[src/rtl/act_grad_pkg.sv]
// Shared types and constants for the Q8.8 activation-gradient unit.
// Function codes, slope codes, segment breakpoints and the stage-1 register layout.
package act_grad_pkg;

  localparam logic [1:0] FN_LRELU = 2'd0;
  localparam logic [1:0] FN_SIG3  = 2'd1;
  localparam logic [1:0] FN_SIG5  = 2'd2;
  localparam logic [1:0] FN_TANH  = 2'd3;

  typedef enum logic [2:0] {
    SL_ONE,
    SL_HALF,
    SL_QTR,
    SL_EIGHTH,
    SL_ZERO,
    SL_ALPHA
  } slope_t;

  localparam logic signed [15:0] BP_64  = 16'sd64;
  localparam logic signed [15:0] BP_192 = 16'sd192;
  localparam logic signed [15:0] BP_448 = 16'sd448;
  localparam logic signed [15:0] BP_512 = 16'sd512;

  localparam logic signed [15:0] ONE = 16'sd256;

  typedef struct packed {
    slope_t             slope;
    logic signed [15:0] g;
    logic signed [15:0] alpha;
    logic               last;
    logic               neg;
  } s1_t;

endpackage

[src/rtl/act_grad_slope_dec.sv]
// Segment decoder: maps (func, x) to a slope code, purely combinational.
// Bounds are checked on both signs so x = -32768 needs no abs().
module act_grad_slope_dec
  import act_grad_pkg::*;
(
  input  logic [1:0]  func,
  input  logic [15:0] x,
  output slope_t      slope
);

  logic signed [15:0] sx;
  assign sx = $signed(x);

  always_comb begin
    slope = SL_ZERO;
    case (func)
      FN_LRELU: slope = (sx > 16'sd0) ? SL_ONE : SL_ALPHA;
      FN_SIG3: begin
        if (sx >= -BP_512 && sx <= BP_512) slope = SL_QTR;
      end
      FN_SIG5: begin
        if (sx >= -BP_192 && sx <= BP_192)     slope = SL_QTR;
        else if (sx > -BP_448 && sx < BP_448)  slope = SL_EIGHTH;
      end
      FN_TANH: begin
        if (sx >= -BP_64 && sx <= BP_64)       slope = SL_ONE;
        else if (sx > -BP_192 && sx < BP_192)  slope = SL_HALF;
      end
      default: slope = SL_ZERO;
    endcase
  end

endmodule

[src/rtl/act_grad_q88.sv]
// Streaming Q8.8 dx = g * f'(x); clamp + saturation counter under ACT_GRAD_SAT_EN, wrap otherwise.
// Latency 2 cycles, 1 beat/cycle.
// Whole pipeline stalls while out_valid && !out_ready; in_ready = !out_valid || out_ready.
module act_grad_q88
  import act_grad_pkg::*;
#(
  parameter int CNT_W = 16
) (
  input  logic             clk,
  input  logic             rst_n,
  input  logic             in_valid,
  output logic             in_ready,
  input  logic [1:0]       in_func,
  input  logic [15:0]      in_alpha,
  input  logic [15:0]      in_x,
  input  logic [15:0]      in_g,
  input  logic             in_last,
  output logic             out_valid,
  input  logic             out_ready,
  output logic [15:0]      out_dx,
  output logic             out_last,
  output logic [CNT_W-1:0] sat_count,
  input  logic             sat_clr
);

  logic   adv;
  slope_t dec_slope;
  logic   s1_vld;
  s1_t    s1_dat;

  assign adv      = !out_valid || out_ready;
  assign in_ready = adv;

  act_grad_slope_dec u_dec (
    .func  (in_func),
    .x     (in_x),
    .slope (dec_slope)
  );

  // Stage 1: segment decode; func/alpha are resolved here so they travel per beat.
  always_ff @(posedge clk or negedge rst_n) begin
    if (!rst_n) begin
      s1_vld <= 1'b0;
      s1_dat <= '0;
    end else if (adv) begin
      s1_vld <= in_valid;
      s1_dat <= '{slope: dec_slope,
                  g:     $signed(in_g),
                  alpha: $signed(in_alpha),
                  last:  in_last,
                  neg:   (in_func == FN_LRELU) && ($signed(in_x) <= 16'sd0)};
    end
  end

  logic signed [31:0] prod;
  logic signed [31:0] prod_sh;
  logic [15:0]        dx_nxt;
  logic               sat_nxt;

  // Stage 2: apply slope. Only the alpha product can exceed 16 bits.
  always_comb begin
    prod    = s1_dat.alpha * s1_dat.g;
    prod_sh = prod >>> 8;
    dx_nxt  = '0;
    sat_nxt = 1'b0;
    if (s1_dat.neg) begin
`ifdef ACT_GRAD_SAT_EN
      if (prod_sh > 32'sd32767) begin
        dx_nxt  = 16'h7FFF;
        sat_nxt = 1'b1;
      end else if (prod_sh < -32'sd32768) begin
        dx_nxt  = 16'h8000;
        sat_nxt = 1'b1;
      end else begin
        dx_nxt  = prod_sh[15:0];
      end
`else
      dx_nxt = prod_sh[15:0];
`endif
    end else begin
      case (s1_dat.slope)
        SL_ONE:    dx_nxt = s1_dat.g;
        SL_HALF:   dx_nxt = s1_dat.g >>> 1;
        SL_QTR:    dx_nxt = s1_dat.g >>> 2;
        SL_EIGHTH: dx_nxt = s1_dat.g >>> 3;
        default:   dx_nxt = '0;
      endcase
    end
  end

  logic s2_sat;

  always_ff @(posedge clk or negedge rst_n) begin
    if (!rst_n) begin
      out_valid <= 1'b0;
      out_dx    <= '0;
      out_last  <= 1'b0;
      s2_sat    <= 1'b0;
    end else if (adv) begin
      out_valid <= s1_vld;
      out_dx    <= dx_nxt;
      out_last  <= s1_dat.last;
      s2_sat    <= sat_nxt && s1_vld;
    end
  end

`ifdef ACT_GRAD_SAT_EN
  // Clear beats a simultaneous increment; count sticks at all-ones.
  always_ff @(posedge clk or negedge rst_n) begin
    if (!rst_n) begin
      sat_count <= '0;
    end else if (sat_clr) begin
      sat_count <= '0;
    end else if (out_valid && out_ready && s2_sat && (sat_count != '1)) begin
      sat_count <= sat_count + 1'b1;
    end
  end
`else
  assign sat_count = '0;
`endif

endmodule
[config.mk]
export PLATFORM = sky130hd
export DESIGN_NAME = act_grad_q88
export DESIGN_NICKNAME = d
export VERILOG_FILES = /design/src/rtl/act_grad_pkg.sv /design/src/rtl/act_grad_slope_dec.sv /design/src/rtl/act_grad_q88.sv
export SDC_FILE = /design/constraint.sdc
export NUM_CORES = 1
export LEC_CHECK = 0
export BUFFER_PORTS_ARGS = -buffer_cell sky130_fd_sc_hd__buf_2
export CAP_MARGIN = 20
export CORE_MARGIN = 10
export CORE_UTILIZATION = 60
export CTS_CLUSTER_SIZE = 16
export DETAILED_ROUTE_END_ITERATION = 12
export PLACE_DENSITY = 0.81
export SLEW_MARGIN = 15
export SYNTH_ARGS = -nofsm -noshare
export SYNTH_HDL_FRONTEND = slang
export SYNTH_SLANG_ARGS = --single-unit
[constraint.sdc]
create_clock -name clk -period 10.85 [get_ports clk]
set_input_delay 0 -clock clk [delete_from_list [all_inputs] [get_ports clk]]
set_output_delay 0 -clock clk [all_outputs]
set_load 0.02 [all_outputs]
**Word level (Yosys, flattened, before mapping)**

Index checks and enable logic that the tools add are counted.

- Register bits: 56
- Bits in latches: 0
- Memory bits (writable): 0
- Bits in read-only memories: 0
- Input port bits: 56
- Output and inout bits: 35
- Memories: 0

- Add/subtract/negate cells: 0
- Multiply operators: 1
- Div/mod/pow operators: 0
- Order comparisons: 12
- Equality and inequality tests: 6
- Shift-type cells: 0
- Muxes and demuxes: 9
- Bitwise logic cells: 0
- Reductions and logical operators: 10

Operators with widths:

| kind | count |
|---|---|
| one-hot mux 16 bit (4 select lines) | 1 |
| multiplier 16 x 16 -> 24 bit | 1 |
| 2-to-1 mux 3 bit | 6 |
| >= comparator 16 x 10 -> 1 bit, second input constant | 1 |
| >= comparator 16 x 7 -> 1 bit, second input constant | 1 |
| >= comparator 16 x 9 -> 1 bit, second input constant | 1 |
| greater-than comparator 16 x 1 -> 1 bit, second input constant | 1 |
| greater-than comparator 16 x 10 -> 1 bit, second input constant | 1 |
| greater-than comparator 16 x 9 -> 1 bit, second input constant | 1 |
| less-or-equal comparator 16 x 1 -> 1 bit, second input constant | 1 |
| less-or-equal comparator 16 x 11 -> 1 bit, second input constant | 1 |
| less-or-equal comparator 16 x 8 -> 1 bit, second input constant | 1 |
| less-or-equal comparator 16 x 9 -> 1 bit, second input constant | 1 |
| less-than comparator 16 x 10 -> 1 bit, second input constant | 1 |
| less-than comparator 16 x 9 -> 1 bit, second input constant | 1 |
| 2-to-1 mux 16 bit | 1 |
| one-hot mux 3 bit (4 select lines) | 1 |
| equality test 3 x 2 -> 1 bit, second input constant | 2 |
| logical AND 1 bit | 6 |
| equality test 2 bit, second input constant | 2 |
| equality test 3 x 1 -> 1 bit, second input constant | 1 |
| zero test 3 bit | 1 |
| equality test 2 x 1 -> 1 bit, second input constant | 1 |
| zero test 2 bit | 1 |
| other kinds (2) | 2 |

**Logic depth before layout (Yosys ltp)**

- Word-level depth: 5
- Gate-level depth with buffers: 23

**By module**

Synthesis repeated with hierarchy kept, for this count alone.

- Cells, all modules: 1211
- Area, all modules: 10531.4 um^2

Modules (own cells, without submodules):

| module | instances | cells an instance | area each (um^2) | sequential area each (um^2) |
|---|---|---|---|---|
| act_grad_q88 | 1 | 1170 | 10231.1 | 1401.3 |
| act_grad_slope_dec | 1 | 41 | 300.3 | 0.0 |

**Least setup slack after synthesis**

No wires, ideal clock.

- Kind: register to register
- From: register s1_dat[21] in the netlist's numbering
- To: register out_dx[9]
- Setup time: 0.126 ns
- Data arrival time: 5.770 ns
- Slack: 4.954 ns
- Cell stages (with the launch flop): 22
- Buffers on the path: 2
- Path through: dfrtp_1 -> clkbuf_1 -> clkbuf_1 -> nand2_1 -> fa_1 -> fa_1 -> fa_1 -> fa_1 -> inv_1 -> fa_1 -> inv_1 -> fa_1 -> inv_1 -> ha_1 -> a21o_1 -> a21oi_1 -> and3_1 -> nand2_2 -> a31oi_4 -> o21bai_1 -> and3b_1 -> o32a_1

- Word-level cells in the longest chain between the ends: 2

Ends and longest elaborated chain:

| item | RTL line | source |
|---|---|---|
| start, declared | act_grad_q88.sv:29 | `s1_t s1_dat;` |
| start signal, assigned | act_grad_q88.sv:47 | `s1_dat <= '{slope: dec_slope,` |
| multiplier 16 x 16 -> 24 bit | act_grad_q88.sv:62 | `prod = s1_dat.alpha * s1_dat.g;` |
| 2-to-1 mux 16 bit | act_grad_q88.sv:66 | `if (s1_dat.neg) begin` |
| end signal, assigned | act_grad_q88.sv:101 | `out_dx <= dx_nxt;` |
| end, declared | act_grad_q88.sv:20 | `output logic [15:0] out_dx,` |

No other way between the ends.
A chain may end at the register's enable or synchronous reset.

**Final worst setup path**

- From: register s1_dat[20] in the netlist's numbering
- To: register out_dx[15]

Same word-level chain as after synthesis.

==> metrics.yaml <==
grt.total_usage: 0.2342
setup.worst_path.end_class: "register"
netlist_instances: 1132
drtPass1Iterations: 5
fin_nets: 1504
synth_top_area_frac: 0.3582
wl_per_cell_um: 17.74
cp_data_arrival_time_ns: 6.69
fraction_of_layout_instances_using_a_drive_strength_above_1: 0.1199
io-pin-count: 91
std_cell_rows: 48
timing.max_cap.violations: 0
cts.htree.levels: 2
finalMaxSlewViolations: 0
grt_pass1_vias: 8493
period_minus_slack_ns: 6.546
grt_antenna_before_repair: 0
cts_made_buffers: 5
setup-tns-final_ns: 0
cts_buffer_depth: 2
synth.top_cells.by_area: "sky130_fd_sc_hd__fa_1, sky130_fd_sc_hd__dfrtp_1, sky130_fd_sc_hd__inv_1, sky130_fd_sc_hd__ha_1, sky130_fd_sc_hd__and2_1"
ys_ff_latch: 56
placeableCoreArea_um2: 17120
critical_path.max_fanout: 19
period_share: 0.6033
drt.antenna.violating_nets: 0
clk_latency_ns: 0.30
antenna-diode-count: 0
maxClockFrequency_ghz: 0.1528
outcome: "completed"
post_synthesis_cell_type_count: 60
postRouteWirelength_um: 25160
first_pass_grt_wire_length_um: 42810
post_synth_edffs: 0
synthDominantAreaCellType: "sky130_fd_sc_hd__fa_1"
grt_setup_unrepaired: "no"
cts.root.buffer_cell: "sky130_fd_sc_hd__clkbuf_16"
start_util: 0.6073
grt_start_max_net_pins: 57
io_buffer_count: 73
ys.warnings.count: 0
synth.most_common_cell: "sky130_fd_sc_hd__inv_1"
fraction_of_registers_with_async_set_reset: 1.000
cts_setup_buffers: 0
synth_top_flop_cell: "sky130_fd_sc_hd__dfrtp_1"
drc_violations: 0
max-slew-margin-rel: 0.3663
setup_viol: 0
clkTransAtPathRegs_ns: 0.08
die_area_um2: 22990
timing.setup.critical_path_class: "reg2reg"
clock_sink_count: 56
detailroute.via_count: 7697
via_per_inst: 5.428
register_area_share_after_synthesis: 0.1348
worst_pin_slew_ns: 0.9506
dieHeight_um: 151.6
fin_skew_ns: 0.008902
first_iter_violations: 379
min_path_type: "in2reg"
detailed_place_hpwl_um: 18400
most_frequent_cells_after_synthesis: "sky130_fd_sc_hd__inv_1, sky130_fd_sc_hd__fa_1, sky130_fd_sc_hd__nand2_1, sky130_fd_sc_hd__and2_1, sky130_fd_sc_hd__ha_1"
global_route.overflow_total: 0
cts_tree: "done"
synthesis.area_um2: 10390
die-width_um: 151.6
hold_viol: 0
timing.critical_path.required_ns: 11.00
syn2layout_area_growth_pct: 8.570
startpoint_type: "register"
syn_avg_cell_area_um2: 9.183
gpl.final_weighted_congestion: 0.8711
[cell usage in the layout (no fill, tap or decap), types with 6 or more instances in the layout]
cell type | Yosys | routed
sky130_fd_sc_hd__conb_1 | 1 | 16
sky130_fd_sc_hd__dfrtp_1 | 56 | 56
sky130_fd_sc_hd__and2_1 | 113 | 113
sky130_fd_sc_hd__nand2b_1 | 13 | 12
sky130_fd_sc_hd__fa_1 | 186 | 186
sky130_fd_sc_hd__inv_1 | 243 | 243
sky130_fd_sc_hd__mux2_2 | 38 | 38
sky130_fd_sc_hd__a21oi_1 | 25 | 25
sky130_fd_sc_hd__a22oi_1 | 7 | 7
sky130_fd_sc_hd__mux2i_1 | 9 | 9
sky130_fd_sc_hd__ha_1 | 70 | 70
sky130_fd_sc_hd__buf_2 | 5 | 73
sky130_fd_sc_hd__o21ai_0 | 14 | 14
sky130_fd_sc_hd__nor2_1 | 37 | 37
sky130_fd_sc_hd__xnor2_1 | 25 | 25
sky130_fd_sc_hd__nand3_1 | 6 | 6
sky130_fd_sc_hd__nand2_1 | 135 | 135
sky130_fd_sc_hd__xor2_1 | 6 | 6
sky130_fd_sc_hd__dlygate4sd3_1 | 0 | 35
[final timing paths]
kind                       cells past startpoint          to       start  slack (ns)
hold / removal                                 3   s1_dat[0]  in_func[1]        0.07
max in group asynchronous                      3  s1_dat[22]       rst_n        9.97
setup / recovery                              20  out_dx[15]  s1_dat[20]        4.30
hold reg to reg                                1   out_valid      s1_vld        0.48
setup reg to reg                              20  out_dx[15]  s1_dat[20]        4.30
min in group asynchronous                      3   s1_dat[0]       rst_n        0.41
[critical path: stages, from the launching register on]
cell                      delay [ns]
sky130_fd_sc_hd__dfrtp_1        0.93
sky130_fd_sc_hd__and2_1         0.29
sky130_fd_sc_hd__inv_1          0.07
sky130_fd_sc_hd__fa_1           0.67
sky130_fd_sc_hd__inv_1          0.13
sky130_fd_sc_hd__fa_1           0.53
sky130_fd_sc_hd__fa_1           0.45
sky130_fd_sc_hd__fa_1           0.51
sky130_fd_sc_hd__fa_1           0.49
sky130_fd_sc_hd__inv_1          0.05
sky130_fd_sc_hd__fa_1           0.54
sky130_fd_sc_hd__inv_1          0.05
sky130_fd_sc_hd__ha_1           0.34
sky130_fd_sc_hd__nand4_1        0.10
sky130_fd_sc_hd__a21oi_1        0.23
sky130_fd_sc_hd__nand3_1        0.14
sky130_fd_sc_hd__a21oi_2        0.20
sky130_fd_sc_hd__nor3_1         0.11
sky130_fd_sc_hd__o31a_1         0.30
sky130_fd_sc_hd__o21ai_1        0.15
sky130_fd_sc_hd__a31oi_1        0.10
[cell type report]
type | count | area, um2
Multi-Input combinational cell | 773 | 7789
Fill cell | 1327 | 5831
Sequential cell | 56 | 1401
Inverter | 244 | 915.9
Timing Repair Buffer | 112 | 745.7
Tap cell | 225 | 281.5
Clock buffer | 5 | 125.1
Clock inverter | 3 | 27.53
[cells by family (layout without fill, tap and decap cells)]
kind of cell,count (synthesis),in the layout,share of synthesized area
multiplexers,49,49,0.05416
adder cells (fa/ha/maj),256,256,0.4425
AND/OR/NAND/NOR,334,334,0.1603
flip-flops,56,56,0.1348
XOR/XNOR,32,32,0.02829
buffers and inverters,318,364,0.1216
AO/OA/AOI/OAI,86,86,0.05802
other,1,16,0.0003608
[per-layer routing]
metal	GRT usage	up-vias	wire (um)
li1	-	3496	-
met1	0.2883	3926	9735
met2	0.4150	229	13160
met3	0.03594	46	1578
met4	0.07102	0	682
met5	0	-	0
[flip-flops by register name, summed over array words and instances (netlist names)]
| signal | cells |
|---|---|
| s1_vld | 1 |
| out_valid | 1 |
| s1_dat | 37 |
| out_last | 1 |
| out_dx | 16 |
[per-stage QoR]
stage	instance area (um2)	setup WS, ns	cells	util	hold slack (ns)
after floorplan	10450	4.954	1147	-	-0.2956
after global placement	10780	4.529	1374	0.6295	0.1718
after detailed placement	10780	4.367	1374	0.6295	0.1690
after CTS	11280	4.338	1417	0.6589	0.06263
after global routing	11290	3.993	1418	0.6594	0.08403
final	11290	4.304	1418	0.6594	0.06747
[what timing repair did]
action / in CTS / in global routing
gates resized for setup: 0 / 0
hold buffers: 35 / 0
hold endpoints to repair: 90 / 0
Power is not shown: default switching activity piles up to over one toggle a cycle in this logic, so the estimate is an artifact.
